[src/rtl/serial_not_inverter.sv]
// Bit-serial word inverter: complements a WIDTH-bit word with NOT_GATES one-bit
// inverters, time-shared over WIDTH/NOT_GATES beats, with valid/ready on both sides.
module serial_not_inverter #(
    parameter int unsigned WIDTH     = 3,
    parameter int unsigned NOT_GATES = 1
) (
    input  logic             clk,
    input  logic             reset,
    input  logic             in_valid,
    output logic             in_ready,
    input  logic [WIDTH-1:0] in_data,
    output logic             out_valid,
    input  logic             out_ready,
    output logic [WIDTH-1:0] out_data,
    output logic             busy
);

    localparam int unsigned BEATS = (NOT_GATES == 0) ? 1 : WIDTH / NOT_GATES;
    localparam int unsigned CNT_W = $clog2(BEATS + 1);
    localparam logic [CNT_W-1:0] LAST_BEAT = CNT_W'(BEATS - 1);

    if (WIDTH < 1 || WIDTH > 32) begin : g_bad_width
        $error("serial_not_inverter: WIDTH must be in 1..32");
    end
    if (NOT_GATES < 1 || NOT_GATES > WIDTH || (WIDTH % NOT_GATES) != 0) begin : g_bad_gates
        $error("serial_not_inverter: NOT_GATES must divide WIDTH and lie in 1..WIDTH");
    end

    typedef enum logic [1:0] {
        StIdle,
        StShift,
        StDone
    } state_e;

    state_e           state;
    logic [WIDTH-1:0] src_sr;
    logic [WIDTH-1:0] res_sr;
    logic [CNT_W-1:0] beat_cnt;

    logic [NOT_GATES-1:0] inv_bits;
    logic [WIDTH-1:0]     src_next;
    logic [WIDTH-1:0]     res_next;

    // The only data inverters: one per gate, fed from the low end of src_sr.
    for (genvar g = 0; g < NOT_GATES; g++) begin : g_not
        assign inv_bits[g] = ~src_sr[g];
    end

    if (BEATS == 1) begin : g_single_beat
        assign src_next = '0;
        assign res_next = inv_bits;
    end else begin : g_multi_beat
        assign src_next = {{NOT_GATES{1'b0}}, src_sr[WIDTH-1:NOT_GATES]};
        assign res_next = {inv_bits, res_sr[WIDTH-1:NOT_GATES]};
    end

    always_ff @(posedge clk or posedge reset) begin
        if (reset) begin
            state     <= StIdle;
            src_sr    <= '0;
            res_sr    <= '0;
            beat_cnt  <= '0;
            out_valid <= 1'b0;
            busy      <= 1'b0;
        end else begin
            unique case (state)
                StIdle: begin
                    if (in_valid) begin
                        src_sr   <= in_data;
                        beat_cnt <= '0;
                        state    <= StShift;
                        busy     <= 1'b1;
                    end
                end
                StShift: begin
                    src_sr   <= src_next;
                    res_sr   <= res_next;
                    beat_cnt <= beat_cnt + CNT_W'(1);
                    if (beat_cnt == LAST_BEAT) begin
                        state     <= StDone;
                        out_valid <= 1'b1;
                    end
                end
                StDone: begin
                    // res_sr is left untouched here so out_data holds under backpressure.
                    if (out_ready) begin
                        out_valid <= 1'b0;
                        if (in_valid) begin
                            src_sr   <= in_data;
                            beat_cnt <= '0;
                            state    <= StShift;
                        end else begin
                            state <= StIdle;
                            busy  <= 1'b0;
                        end
                    end
                end
                default: begin
                    state     <= StIdle;
                    out_valid <= 1'b0;
                    busy      <= 1'b0;
                end
            endcase
        end
    end

    assign in_ready = ~reset & ((state == StIdle) | ((state == StDone) & out_ready));
    assign out_data = res_sr;

endmodule

[config.mk]
export PLATFORM = sky130hd
export DESIGN_NAME = serial_not_inverter
export DESIGN_NICKNAME = d
export VERILOG_FILES = /design/src/rtl/serial_not_inverter.sv
export SDC_FILE = /design/constraint.sdc
export NUM_CORES = 1
export LEC_CHECK = 0
export CAP_MARGIN = 40
export CORE_AREA = 8 8 45 47
export CTS_CLUSTER_SIZE = 25
export DETAILED_ROUTE_END_ITERATION = 10
export DIE_AREA = 0 0 53 55
export PLACE_DENSITY = 0.82
export SKIP_CTS_REPAIR_TIMING = 1
export SLEW_MARGIN = 10
export SYNTH_ARGS = -nofsm -noshare
export SYNTH_HDL_FRONTEND = slang
export SYNTH_SLANG_ARGS = --single-unit
[constraint.sdc]
create_clock -name clk -period 1.5 [get_ports clk]
set_input_delay 0.15 -clock clk [delete_from_list [all_inputs] [get_ports clk]]
set_output_delay 0.15 -clock clk [all_outputs]
set_load 0.01 [all_outputs]
# Yosys cells after proc, flatten, opt, wreduce, memory -nomap -nowiden
# Cells that the tools add are included.
[word_totals] ramBits=0 ff_bits=12 word_cells=45 latch_bits=0 in_bits=7 romBits=0 out_inout_bits=6 mem_count=0
[classes] order_cmp=0 mul=0 n_eq_ne=7 reduce_logical=6 n_mux=18 add_sub_neg=1 n_shift=0 div_mod_pow=0 bitwise_logic=7
[ops] op="$pmux W2 S3" count=2
[ops] op="$mux W2" count=5
[ops] op="$pmux W3 S3" count=1
[ops] op="$ne A2 B2 Y1 const B" count=4
[ops] op="$mux W1" count=6
[ops] op="$mux W3" count=2
[ops] op="$pmux W1 S3" count=2
[ops] op="$reduce_and A3 Y1" count=2
[ops] op="$eq A2 B2 Y1 const B" count=2
[ops] op="$not A1 Y1" count=4
[ops] op="$reduce_and A4 Y1" count=1
[ops] op="$reduce_bool A3 Y1" count=1
[ops] op="$add A2 B1 Y2 const B" count=1
[ops] op="$and A1 B1 Y1" count=2
[ops] op="$eq A2 B1 Y1 const B" count=1
[ops] op="$logic_not A2 Y1" count=1
[ops] op="$reduce_and A2 Y1" count=1
[ops] op="$or A1 B1 Y1" count=1

# Longest topological paths before layout
# Gate-level depths: netlist (run 1).
[logic_depth] ltp_word=4 mapped_depth=5 ltp_nobuf=5

# Worst setup path before layout (run 1)
# Ideal clock, no wire load.
[synth_timing] path_kind="reg-to-reg" start="register state[0]" end="register src_sr[0]" setup_time_ps=125 path_buffers=1 arrival_time_ps=1250 required_ps=1375 path_stages_with_launch=5 period_less_slack_ps=1375 path_slack_ps=125 cell_sequence="dfrtp_1 buf_6 nand2b_1 a21oi_1 mux2_2"
[synth_between] elab_chain_len=3 word_cells_on_any_way=7 cone_classes="eq/ne (3); mux (1); reduce/logical (3)"
[synth_lines] element="from (decl)" line_no="35" rtl="state_e state;"
[synth_lines] element="from (signal assigned)" line_no="59" rtl="state <= StIdle;"
[synth_lines] element="from (signal assigned)" line_no="71" rtl="state <= StShift;"
[synth_lines] element="from (signal assigned)" line_no="80" rtl="state <= StDone;"
[synth_lines] element="$eq A2 B2 Y1 (tied with other cells)" line_no="66" rtl="unique case (state)"
[synth_lines] element="$ne A2 B2 Y1 (no line) / $reduce_bool A3 Y1 (equally long branches)"
[synth_lines] element="$reduce_and A2 Y1 (no line)"
[synth_lines] element="to (signal assigned)" line_no="69" rtl="src_sr <= in_data;"
[synth_lines] element="to (signal assigned)" line_no="76" rtl="src_sr <= src_next;"
[synth_lines] element="to (signal assigned)" line_no="89" rtl="src_sr <= in_data;"
[synth_lines] element="to (decl)" line_no="36" rtl="logic [WIDTH-1:0] src_sr;"
# Parallel ways exist; a longest one is shown, timed or not.
# A chain may end at the register's enable or synchronous reset.

# Worst setup path after layout (run 1)
[layout_timing] start="register state[0]" end="register src_sr[1]"
# The elaborated chain is that of the path after synthesis.

==> results of run 1 <==
-- final cells by class --
cell class	instances	area [um2]	share of cell area
repair buffers	17	160	0.212
inverters	5	18.8	0.0249
clock buffers	3	22.5	0.0299
flip-flops and latches	12	302	0.400
multi-input cells	34	231	0.307
well taps	16	20.0	0.0265
-- per-layer routing --
layer  track usage  wire, um
met1        0.0984       454
met2         0.137       568
met3        0.0160        57
met5             0         0
met4        0.0517        10
-- path summary, 6_finish.rpt --
path	cells past startpoint	endpoint	start	slack [ns]
min reg2reg	1	out_data[2]$_DFFE_PP0N_	src_sr[0]$_DFFE_PP0P_	0.47
max	4	src_sr[1]$_DFFE_PP0P_	state[0]$_DFFE_PP0P_	0.14
max in group asynchronous	2	state[0]$_DFFE_PP0P_	reset	0.93
min	2	out_valid$_DFFE_PP0P_	reset	0.23
max reg2reg	4	src_sr[1]$_DFFE_PP0P_	state[0]$_DFFE_PP0P_	0.14
min in group clk	1	out_data[2]$_DFFE_PP0N_	src_sr[0]$_DFFE_PP0P_	0.47
-- state kept, by name, summed over array words and instances, names as in the netlist --
| register | count |
|---|---|
| out_valid | 1 |
| state | 2 |
| busy | 1 |
| out_data | 3 |
| src_sr | 3 |
| beat_cnt | 2 |
-- synthesized netlist by cell type --
cell type / number
buf_6: 2
mux2i_1: 1
nand2_1: 5
nand3b_1: 1
o22ai_1: 1
mux2_2: 4
mux2_4: 2
dfrtp_1: 12
inv_1: 5
nor2b_1: 1
nand2b_1: 3
nand3_1: 1
nor2_1: 3
or2b_1: 1
ha_1: 1
nor3b_1: 1
o21ai_0: 6
a21oi_1: 3
-- critical path, cell delays in order (launching register included) --
cell      delay [ns]
dfrtp_2         0.47
nand2b_1        0.16
a21oi_1         0.15
buf_4           0.15
mux2_2          0.33
-- power by group --
group | leakage, nW | switching (mW) | internal, mW
sequential | 0.143 | 0.108 | 0.481
clock | 0.0138 | 0.0936 | 0.0924
combinational | 0.193 | 0.306 | 0.451
-- logic make-up after synthesis --
family          count (synthesis)  synth area share
compound gates                 10            0.0895
simple gates                   16             0.144
buf+inv                         7            0.0721
mux                             7             0.148
fa+ha+maj                       1            0.0218
flops                          12             0.524
-- cell usage in the layout (no fill, tap or decap), types with 2 or more instances in the layout --
cell	n
clkbuf_4	3
dfrtp_1	11
clkdlybuf4s50_1	11
nand2b_1	3
nand2_1	5
buf_4	5
o21ai_0	6
mux2_2	4
nor2_1	3
a21oi_1	3
inv_1	5
mux2_4	2
==> results.cfg, run 1 <==
[cts]
cts_buffers = 3
clk_latency_ns = 0.26
cts_tree = yes
clkTransAtPathRegs_ns = 0.07
h-tree-depth = 1
clock-sinks = 12
clockBufferDepth = 2
cts_root_buffer = clkbuf_4

[global_route]
antenna_found_initial = 0
grt_pass1_vias = 432
grtUsageTotal = 0.0833
grt_overflow_total = 0
grt_pass1_wl_um = 1810
grt_max_degree = 13

[placed_design]
portBuffers = 12
place_area_um2 = 728
hpwl_um = 864
gp_congestion = 0.708
place_ws_ns = -0.123
post-place-cells = 84

[timing]
fmax_mhz = 737
hold_violations = 0
holdWs_ns = 0.230
fin_ws_ns = 0.143
relSlewSlack = 0.694
fin_crit_sh = 0.905
tightest_slew_ns = 0.459
fin_tns_setup_ns = 0
skew_ns = 0.00536
setup_violations = 0
rsz0062_at_grt = false
slew_viol_final = 0
fin_crit_ns = 1.36

[final_layout]
fill_cells = 133
utilization = 0.545
num_antenna_cells = 0
final_cell_count_no_fill = 87
area_delta_synth_final_pct = 31.7
drive_gt1_frac = 0.211
final_nets = 81
final_area_um2 = 754

[critical_path]
critPathKind = register to register
cp_max_fo = 10
crit_path_end_kind = register
crit_required_ns = 1.64
worst_setup_path_start_kind = register
arrival_ns = 1.50

[drt]
vias = 423
drc = 0
ant_nets = 0
wire_per_inst_um = 12.5
wl_um = 1090
viasPerCell = 4.86
drtIter0Drc = 5
first_pass_iters = 4

[die]
fp.dieW_um = 53
core_area_um2 = 1380
dieArea_um2 = 2920
fp.dieH_um = 55
rows = 14
start_util = 0.414
io_pins = 13

[logic_synthesis]
ys_seq_area_frac = 0.524
synthesis.nets = 61
synth_top_area_cell = dfrtp_1
synth_cell_types = 18
synth_area_um2 = 573
yosysTopAreaCellShare = 0.524
ys.warnings.count = 0
synth.area.top_cells = dfrtp_1, mux2_2, o21ai_0
ys_ff_latch = 12
avgSynthCellArea_um2 = 10.8
syn_inst = 53

[flow_run]
maxCapViolCount = 0

[pwr]
vdd_drop_max_v = 0.000822
powerDensity_nw_per_um2 = 2030
p_leak_nw = 0.350
finalPower_mw = 1.53

[outcome]
status = finished clean

[min_path]
hold_path_class = input port to asynchronous set/reset pin
No activity file was read; power rests on OpenSTA's default activity.
==> run 2: changes to the inputs <==
--- a/config.mk
+++ b/config.mk
@@ -5,12 +5,13 @@
 export SDC_FILE = /design/constraint.sdc
 export NUM_CORES = 1
 export LEC_CHECK = 0
+export ABC_AREA = 1
 export CAP_MARGIN = 40
 export CORE_AREA = 8 8 45 47
 export CTS_CLUSTER_SIZE = 25
 export DETAILED_ROUTE_END_ITERATION = 10
 export DIE_AREA = 0 0 53 55
-export PLACE_DENSITY = 0.82
+export PLACE_DENSITY = 0.81
 export SKIP_CTS_REPAIR_TIMING = 1
 export SLEW_MARGIN = 10
 export SYNTH_ARGS = -nofsm -noshare
==> run 2 against run 1 <==
  * Final cell count grew 18%
  * Setup slack gained 0.017 ns
  * Area after synthesis shrank 2.2%
  * Non-clock buffer count shrank 2
  * Die area is the same
  * Synthesized cell count grew 32%
  * Critical path type is now register to primary output
  * Largest power group unchanged
==> results.cfg, run 2 <==
[outcome]
status = finished clean

[global_route]
grt_max_degree = 16
grt_pass1_vias = 502
antenna_found_initial = 0
grt_overflow_total = 0
grt_pass1_wl_um = 2050
grtUsageTotal = 0.0952

[drt]
viasPerCell = 4.76
wl_um = 1180
wl_met1_um = 530
first_pass_iters = 4
drtIter0Drc = 12
vias = 490
ant_nets = 0
wl_met3_um = 41
top_layer = met4
drc = 0
met2_length_um = 556
wire_per_inst_um = 11.4

[flow_run]
maxCapViolCount = 0

[timing]
fmax_mhz = 746
fin_tns_setup_ns = 0
fin_crit_sh = 0.893
rsz0062_at_grt = false
fin_crit_ns = 1.34
setup_violations = 0
relSlewSlack = 0.875
fin_ws_ns = 0.160
hold_violations = 0
slew_viol_final = 0
skew_ns = 0.00546
tightest_slew_ns = 0.187

[die]
io_pins = 13
rows = 14
start_util = 0.405
core_area_um2 = 1380
fp.dieH_um = 55
dieArea_um2 = 2920
fp.dieW_um = 53

[pwr]
powerDensity_nw_per_um2 = 2100
p_leak_nw = 0.399
vdd_drop_max_v = 0.000820
finalPower_mw = 1.56

[final_layout]
multiInputGateArea_um2 = 215
drive_gt1_frac = 0.115
final-seq-area_um2 = 300
num_antenna_cells = 0
area_delta_synth_final_pct = 32.1
final_common_cell = nand2_1
final_cell_mix = nand2_1, dfrtp_1, clkdlybuf4s50_1, inv_1, o21ai_1
final_nets = 97
fill_cells = 127
utilization = 0.535

[logic_synthesis]
yosysTopAreaCellShare = 0.536
ys_seq_area_frac = 0.536
syn_inst = 70
synth_cell_types = 13
ys_ff_latch = 12
synth-async-reset-ratio = 1.00
synth_area_um2 = 561
synth_most_common_cell = nand2_1
synth_top_area_cell = dfrtp_1
synthesis.nets = 78
synth.area.top_cells = dfrtp_1, nand2_1, inv_1
synth_edf_count = 0
netlist_top_cells_count = nand2_1, dfrtp_1, inv_1
avgSynthCellArea_um2 = 8.01
ys.warnings.count = 0
synth_ff_type = dfrtp_1

[critical_path]
critPathKind = register to primary output
crit_path_end_kind = primary output
worst-path-buf-inv = 1
worst_setup_path_start_kind = register
cpPeakStageDelay_ns = 0.55
cp_max_fo = 3
reg2reg_slack_ns = 0.38
arrival_ns = 1.19
crit_required_ns = 1.35
cpLargestDelayFamily = buffers and inverters
cp_slowest_cell = clkdlybuf4s50_1
crit_chain = clkdlybuf4s50_1

[cts]
clk_latency_ns = 0.27
clock-sinks = 12
clkTransAtPathRegs_ns = 0.07
h-tree-depth = 1
cts_tree = yes
cts_root_buffer = clkbuf_4
cts_buffers = 3
clockBufferDepth = 2

[min_path]
hold_path_class = input port to asynchronous set/reset pin

[placed_design]
place_ws_ns = -0.0447
portBuffers = 12
gp_congestion = 0.798
hpwl_um = 915
run 2: final cells by class:
type                            count  share of cell area
Multi-Input combinational cell     47               0.291
Inverter                           10              0.0507
Timing Repair Buffer               15               0.196
Sequential cell                    12               0.405
Tap cell                           16              0.0270
Clock buffer                        3              0.0304
run 2: final timing paths:
path / from / end / cells after the start
max: out_data[2]$_DFFE_PP0N_ / out_data[2] / 1
max reg2reg: state[1]$_DFFE_PP0P_ / beat_cnt[1]$_DFFE_PP0P_ / 7
min reg2reg: src_sr[0]$_DFFE_PP0P_ / out_data[2]$_DFFE_PP0N_ / 1
max in group asynchronous: reset / state[1]$_DFFE_PP0P_ / 3
min: reset / busy$_DFFE_PP0P_ / 3
min in group clk: in_data[2] / src_sr[2]$_DFFE_PP0P_ / 3
run 2: per-layer routing:
| metal | GRT usage | vias to the layer above |
|---|---|---|
| li1 | - | 252 |
| met1 | 0.101 | 217 |
| met2 | 0.158 | 14 |
| met3 | 0.0241 | 7 |
| met4 | 0.0776 | 0 |
| met5 | 0 | - |
run 2: where the power goes:
part / internal (mW) / total (mW) / switching (mW)
Combinational: 0.344 / 0.797 / 0.453
Clock: 0.0928 / 0.189 / 0.0959
Sequential: 0.485 / 0.573 / 0.0882
run 2: per-stage QoR:
stage / hold WS [ns] / instances / cell area (um2)
floorplan: 0.0202 / 70 / 561
detailed placement: 0.462 / 100 / 716
finish: 0.201 / 103 / 741
global placement: 0.460 / 100 / 716
CTS: 0.200 / 103 / 738
global route: 0.202 / 103 / 741
run 2: logic make-up after synthesis:
| logic type | count (synthesis) | share of synthesized area |
|---|---|---|
| and+or+nand+nor | 36 | 0.266 |
| AOI/OAI and AO/OA | 10 | 0.0960 |
| DFF | 12 | 0.536 |
| adders and majority gates | 1 | 0.0223 |
| buffers and inverters | 11 | 0.0804 |
==> run 3: changes to the inputs <==
--- a/config.mk
+++ b/config.mk
@@ -11,6 +11,7 @@
 export CTS_CLUSTER_SIZE = 25
 export DETAILED_ROUTE_END_ITERATION = 10
 export DIE_AREA = 0 0 53 55
+export HOLD_SLACK_MARGIN = 0.15
 export PLACE_DENSITY = 0.81
 export SKIP_CTS_REPAIR_TIMING = 1
 export SLEW_MARGIN = 10
==> results of run 3 <==
Same layout as run 2: the final DEF is identical, and so are final timing and power.
==> variant, RTL diff (flow settings as in run 2) <==
Change the parameter `WIDTH` from 3 to 5.
--- a/src/rtl/serial_not_inverter.sv
+++ b/src/rtl/serial_not_inverter.sv
@@ -1,7 +1,7 @@
 // Bit-serial word inverter: complements a WIDTH-bit word with NOT_GATES one-bit
 // inverters, time-shared over WIDTH/NOT_GATES beats, with valid/ready on both sides.
 module serial_not_inverter #(
-    parameter int unsigned WIDTH     = 3,
+    parameter int unsigned WIDTH     = 5,
     parameter int unsigned NOT_GATES = 1
 ) (
     input  logic             clk,
Ports: changed (resized in_data and out_data); port bits go from 13 to 17. No check against the original RTL was run, so the function may have changed too.
==> variant against run 2 <==
Design area grew 40%; sequential share of layout area increased by 0.37 points; die area is the same; power is 40% higher; sequential cell count is 5 higher; global-route usage is 4.1 points higher; cell count rose by 36%; via count grew 43%; fmax down 2.3%; clock skew fell by 4.3 ps; combinational power up 42%; wire length rose by 44%; setup slack got worse by 32 ps; synthesized area grew 45%; highest routed layer unchanged.
==> variant: results (changes against run 2) <==
GRT
The aggregate global-route resource usage was 0.136 (+0.0413). The initial antenna violation count is 0 (unchanged). The via count of the first global-routing pass was 700 (+39%). The pin count of the biggest net entering global routing is 18 (+2). The global-route wire length before repair is 3.00 mm (+46%).

Yosys
Ranked by instance count, the synthesized netlist is headed by sky130_fd_sc_hd__nand2_1, sky130_fd_sc_hd__dfrtp_1, sky130_fd_sc_hd__inv_1, sky130_fd_sc_hd__o21ai_0. The total nets after synthesis is 112 (+44%). The fraction of synthesis flops using an asynchronous set or reset pin is 1.00 (unchanged). The sequential fraction of the synthesis area is 0.524 (-0.0118).

The count of synthesis-stage warnings from yosys is 0 (unchanged). The average cell area after synthesis was 8.04 um^2 (+0.40%). Sorting the synthesized cells by area gives the leading types as sky130_fd_sc_hd__dfrtp_1, sky130_fd_sc_hd__nand2_1, sky130_fd_sc_hd__o21ai_0. The distinct cell type count after synthesis is 18 (+5).

Critical path
The data arrival time at the worst-slack endpoint is 1220 ps (+30 ps). On the worst path, the slowest cell contributes a delay of 560 ps. Tracing the worst setup path back leads to its startpoint at out_data[2]. The startpoint of the most critical register-to-register path is state[1].

Routing
The iteration-0 DRC count of the detailed router is 13 (+1). The number of iterations in the first detailed-routing pass is 4 (unchanged). The total wirelength of the detailed-routed design is 1.69 mm (+44%). The routed via count is 699 (+43%).

Hold path
The class of the tightest hold or removal check is primary input to async pin.

Finish
The final cell count without fillers was 140 (+36%). The proportion of layout cells with a drive suffix above 1 is 0.137 (+0.0222). The number of inserted filler cells in the final layout is 117 (-7.9%).

Power and ir drop
The cell internal power dissipation is 0.00127 W (+38%). The leakage power summed over all cells is 0.564 nW (+41%). The worst supply voltage drop on vdd is 1170 uV (+43%).

CTS
The CTS clock-pin slew for the worst setup and hold paths was 90 ps (+20 ps). The total CTS buffers was 3 (unchanged). The buffer type at the clock tree root is sky130_fd_sc_hd__clkbuf_4. The level count of the clock H-tree is 1 (unchanged). The maximum clock insertion buffer count came to 2 (unchanged).

The later-pin clock latency in the skew report was 290 ps (+20 ps).

Placement
The worst setup slack after placement was -63.6 ps (-18.9 ps). The detailed placer's ending HPWL is 1.34 mm (+46%). The number of input and output port buffers inserted is 16 (+4). The routability congestion estimate from global placement is 0.772 (-3.3%).

Outcome
The run finished with clean final reports.

STA
The final worst clock skew was 1.13 ps (-4.33 ps). The slew at the pin with the worst max-slew slack is 459 ps (+272 ps).
variant: tightest hold or removal path: stages:
cell	delay, ps
sky130_fd_sc_hd__clkdlybuf4s50_1	420
sky130_fd_sc_hd__inv_1	60
sky130_fd_sc_hd__buf_4	240
variant: cell families (layout without fill, tap and decap cells):
kind of cell,after synthesis,in the layout,share of synthesized area
fa+ha+maj,2,2,0.0308
flops,17,17,0.524
simple gates,59,59,0.297
compound gates,11,11,0.0786
buf+inv,12,35,0.0693
variant: final timing paths:
kind | cells after the start | slack (ps) | endpoint
hold reg to reg | 1 | 480 | out_data[4]
max in group asynchronous | 3 | 1110 | src_sr[3]
setup / recovery | 1 | 130 | out_data[2]
min in group clk | 3 | 460 | src_sr[4]
hold / removal | 3 | 210 | busy
setup reg to reg | 4 | 220 | out_valid
variant: power by group through the flow:
stage                     sequential [W]  combinational [W]  clock [W]
after CTS                       0.000817            0.00115   0.000245
after global placement          0.000813            0.00109          0
after floorplan                 0.000855           0.000698          0
after detailed placement        0.000826            0.00114          0
after global routing            0.000847            0.00128   0.000272
final                           0.000816            0.00113   0.000238
variant: cell type report:
cell class	count	area share
sequential	17	0.409
multi-input combinational	72	0.318
timing repair buffer	21	0.193
inverter	10	0.0361
clock buffer	4	0.0253
tap	16	0.0193
variant: per-layer routing:
metal / up-vias / GRT usage / part of all wire
met5: - / 0 / 0
met4: 0 / 0.0647 / 0.020
met3: 5 / 0.0348 / 0.054
met2: 19 / 0.227 / 0.50
met1: 318 / 0.162 / 0.42
li1: 357 / - / -
variant: per-stage QoR:
stage	total power, W	hold slack [ps]	util	setup TNS, ps
final	0.00218	205	0.751	0
after detailed placement	0.00197	469	0.731	-63.6
after global placement	0.00190	464	0.731	-51.7
after floorplan	0.00155	76.1	-	0
after CTS	0.00221	213	0.750	-182
after global routing	0.00239	240	0.751	0
